==> src/rtl/mem_port_arbiter.sv <==
// rtl/mem_port_arbiter.sv - shares one single-port RAM between instruction fetch and the memory stage
// Grants, dm_err and the RAM strobes are combinational in IDLE; rvalid/done pulses are registered.
module mem_port_arbiter #(
   parameter int ADDR_W       = 10,
   parameter int STARVE_LIMIT = 4
) (
   input  logic              clk,
   input  logic              rst_n,
   input  logic              if_req,
   input  logic [31:0]       if_addr,
   output logic              if_gnt,
   output logic              if_rvalid,
   output logic [31:0]       if_rdata,
   input  logic              dm_req,
   input  logic              dm_we,
   input  logic [1:0]        dm_size,
   input  logic [31:0]       dm_addr,
   input  logic [31:0]       dm_wdata,
   output logic              dm_gnt,
   output logic              dm_rvalid,
   output logic [31:0]       dm_rdata,
   output logic              dm_done,
   output logic              dm_err,
   output logic              ram_en,
   output logic              ram_we,
   output logic [ADDR_W-1:0] ram_addr,
   output logic [31:0]       ram_wdata,
   input  logic [31:0]       ram_rdata
);

   localparam int SW = $clog2(STARVE_LIMIT + 1);

   typedef enum logic [1:0] {IDLE, RD_WAIT, RMW_MERGE} state_t;

   state_t            state;
   logic [SW-1:0]     streak;
   logic [1:0]        rmw_lane;
   logic              rmw_half;
   logic [15:0]       rmw_data;
   logic [ADDR_W-1:0] rmw_addr;
   logic [31:0]       merged;

   logic dm_bad, idle_ok, starve, in_merge, word_store;

   assign dm_bad = (dm_size == 2'b11) ||
                   (dm_size == 2'b01 && dm_addr[0]) ||
                   (dm_size == 2'b10 && dm_addr[1:0] != 2'b00);

   assign idle_ok    = rst_n && (state == IDLE);
   assign in_merge   = rst_n && (state == RMW_MERGE);
   assign starve     = if_req && (streak == SW'(STARVE_LIMIT));
   assign word_store = dm_we && (dm_size == 2'b10);

   assign dm_err = idle_ok && dm_req && dm_bad;
   assign dm_gnt = idle_ok && dm_req && !dm_bad && !starve;
   assign if_gnt = idle_ok && if_req && !dm_gnt;

   assign ram_en    = dm_gnt || if_gnt || in_merge;
   assign ram_we    = (dm_gnt && word_store) || in_merge;
   assign ram_addr  = (state == RMW_MERGE) ? rmw_addr :
                      dm_gnt ? dm_addr[ADDR_W+1:2] : if_addr[ADDR_W+1:2];
   assign ram_wdata = (state == RMW_MERGE) ? merged : dm_wdata;

   // Read data is only meaningful during the rvalid cycle; elsewhere it reads as zero.
   assign if_rdata = if_rvalid ? ram_rdata : 32'h0;
   assign dm_rdata = dm_rvalid ? ram_rdata : 32'h0;

   always_comb begin
      merged = ram_rdata;
      if (rmw_half) begin
         if (rmw_lane[1]) merged[31:16] = rmw_data;
         else             merged[15:0]  = rmw_data;
      end else begin
         case (rmw_lane)
            2'd0:    merged[7:0]   = rmw_data[7:0];
            2'd1:    merged[15:8]  = rmw_data[7:0];
            2'd2:    merged[23:16] = rmw_data[7:0];
            default: merged[31:24] = rmw_data[7:0];
         endcase
      end
   end

   always_ff @(posedge clk or negedge rst_n) begin
      if (!rst_n) begin
         state     <= IDLE;
         streak    <= '0;
         if_rvalid <= 1'b0;
         dm_rvalid <= 1'b0;
         dm_done   <= 1'b0;
         rmw_lane  <= '0;
         rmw_half  <= 1'b0;
         rmw_data  <= '0;
         rmw_addr  <= '0;
      end else begin
         if_rvalid <= 1'b0;
         dm_rvalid <= 1'b0;
         dm_done   <= 1'b0;
         if (!if_req || if_gnt) streak <= '0;
         else if (dm_gnt)       streak <= streak + 1'b1;
         case (state)
            IDLE: begin
               if (if_gnt) begin
                  state     <= RD_WAIT;
                  if_rvalid <= 1'b1;
               end else if (dm_gnt) begin
                  if (!dm_we) begin
                     state     <= RD_WAIT;
                     dm_rvalid <= 1'b1;
                  end else if (word_store) begin
                     dm_done <= 1'b1;
                  end else begin
                     state    <= RMW_MERGE;
                     rmw_lane <= dm_addr[1:0];
                     rmw_half <= dm_size[0];
                     rmw_data <= dm_wdata[15:0];
                     rmw_addr <= dm_addr[ADDR_W+1:2];
                  end
               end
            end
            RD_WAIT: state <= IDLE;
            RMW_MERGE: begin
               state   <= IDLE;
               dm_done <= 1'b1;
            end
            default: state <= IDLE;
         endcase
      end
   end

   logic unused_addr_bits;
   assign unused_addr_bits = ^{if_addr[31:ADDR_W+2], if_addr[1:0], dm_addr[31:ADDR_W+2]};

endmodule
==> config.mk <==
export PLATFORM = sky130hd
export DESIGN_NAME = mem_port_arbiter
export DESIGN_NICKNAME = d
export VERILOG_FILES = /design/src/rtl/mem_port_arbiter.sv
export SDC_FILE = /design/constraint.sdc
export NUM_CORES = 1
export LEC_CHECK = 0
export ABC_AREA = 1
export BUFFER_PORTS_ARGS = -buffer_cell sky130_fd_sc_hd__buf_2
export CORE_AREA = 3 3 95 97
export DETAILED_ROUTE_END_ITERATION = 10
export DIE_AREA = 0 0 98 100
export GPL_ROUTABILITY_DRIVEN = 0
export GPL_TIMING_DRIVEN = 0
export PLACE_DENSITY = 0.84
export SYNTH_ARGS = -nofsm -noshare
export SYNTH_HDL_FRONTEND = slang
export SYNTH_SLANG_ARGS = --single-unit
==> constraint.sdc <==
create_clock -name clk -period 2.6 [get_ports clk]
set_input_delay 0.52 -clock clk [delete_from_list [all_inputs] [get_ports clk]]
set_output_delay 0.52 -clock clk [all_outputs]
set_load 0.02 [all_outputs]
==> flow_metrics.py <==
metrics = {
    "finish": {
        "fin_util_pct": 59.8,
        "layout-drive-gt1-share_pct": 29.0,
        "fin_area_mm2": 0.00491,
        "final_net_count": 988,
        "syn_to_final_growth_pct": 37.4,
        "diodes": 0,
        "nFillCells": 873,
    },
    "clock_network": {
        "numCtsBuffers": 5,
        "cts-root-buf": "clkbuf_8",
        "clk_latency_ns": 0.29,
        "cts_buffer_depth": 2,
        "clkTransAtPathRegs_ns": 0.08,
        "cts_max_level": 2,
        "cts_sinks": 37,
        "cts_tree": "built",
    },
    "critical_path": {
        "cp-end-kind": "output port",
        "rrSetupSlack_ns": 0.93,
        "max_stage_delay_ns": 0.37,
        "endpoint": "ram_wdata[14]",
        "cp_num_buf_inv": 4,
        "worstRegToRegCells": 9,
        "worst_path_max_delay_cell": "dfrtp_1",
        "crit_fanout": 10,
        "critPathKind": "reg -> out",
        "start_kind": "flip-flop",
        "crit_arrival_ns": 2.00,
        "worst_r2r_endpoint": "rmw_data[5]",
        "worstPathRequired_ns": 2.08,
        "critical_path.top_delay_family": "buffers and inverters",
        "crit_cells": 9,
        "rr_startpoint": "state[0]",
        "crit_chain": "buf_4 > inv_2 > nand2_1 > buf_2 > nand2_1 > o21ai_0 > a21oi_1 > o21ai_0 > buf_2",
        "startpoint": "rmw_lane[1]",
    },
    "route": {
        "drt-total-wl_um": 13800,
        "drtAntennaViolNets": 0,
        "post_drt_wl_per_cell_um": 14.4,
        "remaining_drc_errors": 0,
        "num_vias": 4880,
        "firstDrtPassIters": 5,
        "dr.first_iter.drc_count": 296,
        "vias_per_cell": 5.10,
    },
    "power": {
        "p_sw_share_pct": 44.9,
        "power.density_mw_per_mm2": 535,
        "sequentialPowerShare_pct": 30.0,
        "power_switching_mw": 1.18,
        "power.total_mw": 2.62,
        "power.share.combinational_pct": 50.1,
        "p_leak_nw": 3.26,
        "vdd_drop_max_v": 0.000274,
        "power_frac_clock_pct": 19.9,
        "p_int_mw": 1.45,
    },
    "die": {
        "die_h_um": 100,
        "fp.coreArea_mm2": 0.00822,
        "ios": 249,
        "start_util_pct": 43.5,
        "die_w_um": 98,
        "num_rows": 33,
        "fp.dieArea_mm2": 0.00980,
    },
    "logic_synthesis": {
        "synth-edff-count": 0,
        "ys.warnings.count": 0,
        "synth_top_family_by_area": "simple AND/OR/NAND/NOR gates",
        "ys_ff_latch": 37,
        "ys.flop_type": "dfrtp_1",
        "synth.area.mux_share_pct": 0,
        "synth_area_leaders": "nand2_1 (26%), dfrtp_1 (26%), inv_1 (11%)",
        "synth_cell_types": 25,
        "synth_area_per_cell_um2": 5.64,
        "ys_async_sr_fraction_pct": 100,
        "synth.most_common_cell": "nand2_1",
        "synth_xor_area_share_pct": 0,
        "synth_simple_gate_area_share_pct": 34.5,
        "ys_seq_area_share_pct": 25.9,
        "synth_common_cells": "nand2_1 (250), inv_1 (106), dfrtp_1 (37)",
        "synth_fa_ha_area_share_pct": 0.700,
        "syn_area_mm2": 0.00357,
        "yosysTopAreaCell": "nand2_1",
        "syn_inst": 634,
        "syn_nets": 771,
        "yosysTopAreaCellShare_pct": 26.3,
        "synth_compound_area_share_pct": 22.3,
    },
    "global_routing": {
        "gr-total-overflow": 0,
        "grt_usage_pct": 26.3,
        "antenna_found_initial": 1,
        "grt_pass1_wl_um": 21100,
        "grt_pass1_vias": 4332,
        "grt_max_degree": 41,
    },
    "sta": {
        "finalSetupTns_ns": 0,
        "maxSlewHeadroom_pct": 59.3,
        "worst_pin_slew_ns": 0.610,
        "min_period_ns": 2.52,
        "whs_ns": 0.128,
        "clock_skew_ns": 0.00718,
        "slew_violations": 0,
        "max_freq_ghz": 0.397,
        "setup_violations": 0,
        "rsz0062_at_grt": "true",
        "finalHoldViolCount": 0,
        "fin_crit_sh_pct": 96.9,
    },
    "hold_path": {
        "min_path_type": "in -> async",
    },
    "placed_design": {
        "portBuffers": 206,
        "dp.final_hpwl_um": 11000,
        "place_area_mm2": 0.00474,
    },
    "run_status": {
        "status": "finished clean",
    },
    "run": {
        "cap_violations": 0,
    },
}
flip-flops by register name, summed over array words and instances, names as in the netlist:
signal and cells:
rmw_data 16, rmw_addr 10, streak 3, rmw_lane 2
state 2, dm_done 1, dm_rvalid 1, if_rvalid 1
rmw_half 1
per-layer routing:
layer	global-route usage, %	vias up	part of all wire, %
li1	-	2425	-
met1	31.2	2154	38
met3	6.32	32	10
met2	46.1	267	49
met5	0	-	0.094
met4	10.2	2	3.1
worst min-delay path by stage:
stage	start	end	slack, ns	cells after the start
after global routing	rst_n	rmw_addr[1]	0.13	1
final	rst_n	rmw_addr[0]	0.13	1
after CTS	rst_n	rmw_addr[1]	0.13	1
after detailed placement	rmw_data[1]	rmw_data[1]	0.46	2
after global placement	rmw_data[3]	rmw_data[3]	0.46	2
after floorplan	rst_n	dm_done	0.22	0
placed cells by master (no fill, tap or decap):
cell        instances
nand2_1           249
buf_2             215
inv_1             106
dfrtp_1            37
o21ai_0            35
a21oi_1            34
nand3_1            25
clkbuf_1           25
o211ai_1           24
nor2_1             23
a31oi_1            23
o21ai_1             9
a22o_1              7
buf_4               6
clkbuf_8            6
nand4_1             4
nand2_2             3
nor2_4              3
inv_2               3
nor2_2              2
buf_6               2
o21ai_2             2
ha_1                2
a21oi_2             1
nor3_1              1
buf_1               1
clkbuf_2            1
clkinv_4            1
clkinvlp_4          1
bufinv_16           1
power by group through the flow:
stage               clock, mW  sequential [mW]  combinational [mW]
global placement            0            0.790                1.26
CTS                     0.525            0.783                1.29
global route            0.554            0.805                1.45
detailed placement          0            0.791                1.28
floorplan                   0            0.772               0.869
finish                  0.522            0.787                1.32
kinds of logic after synthesis:
logic type	count (synthesis)
adder cells (fa/ha/maj)	2
buffers and inverters	150
AND/OR/NAND/NOR	310
AO/OA/AOI/OAI	135
flip-flops	37
layout make-up:
cell class | instances | area (um2) | share of cell area, %
Tap cell | 105 | 131 | 2.68
Clock inverter | 2 | 37.5 | 0.765
Sequential cell | 37 | 926 | 18.9
Clock buffer | 6 | 82.6 | 1.68
Timing Repair Buffer | 210 | 1070 | 21.7
Buffer | 40 | 179 | 3.64
Multi-Input combinational cell | 447 | 2070 | 42.1
Inverter | 110 | 418 | 8.51
metrics by stage:
| step | setup slack (ns) | instances |
|---|---|---|
| CTS | 0.0338 | 953 |
| global placement | -0.393 | 945 |
| floorplan | 0.512 | 634 |
| finish | 0.0798 | 957 |
| global route | -0.0592 | 957 |
| detailed placement | -0.417 | 945 |
repair_timing:
item / 4_1_cts / 5_1_grt
buffers inserted: 0 / 4
pin swaps: 0 / 1
hold buffers: 0 / 0
cloned: 0 / 0
endpoints found under the setup margin: 13 / 31
resized for setup: 4 / 6
(Power assumes the default switching activity.)
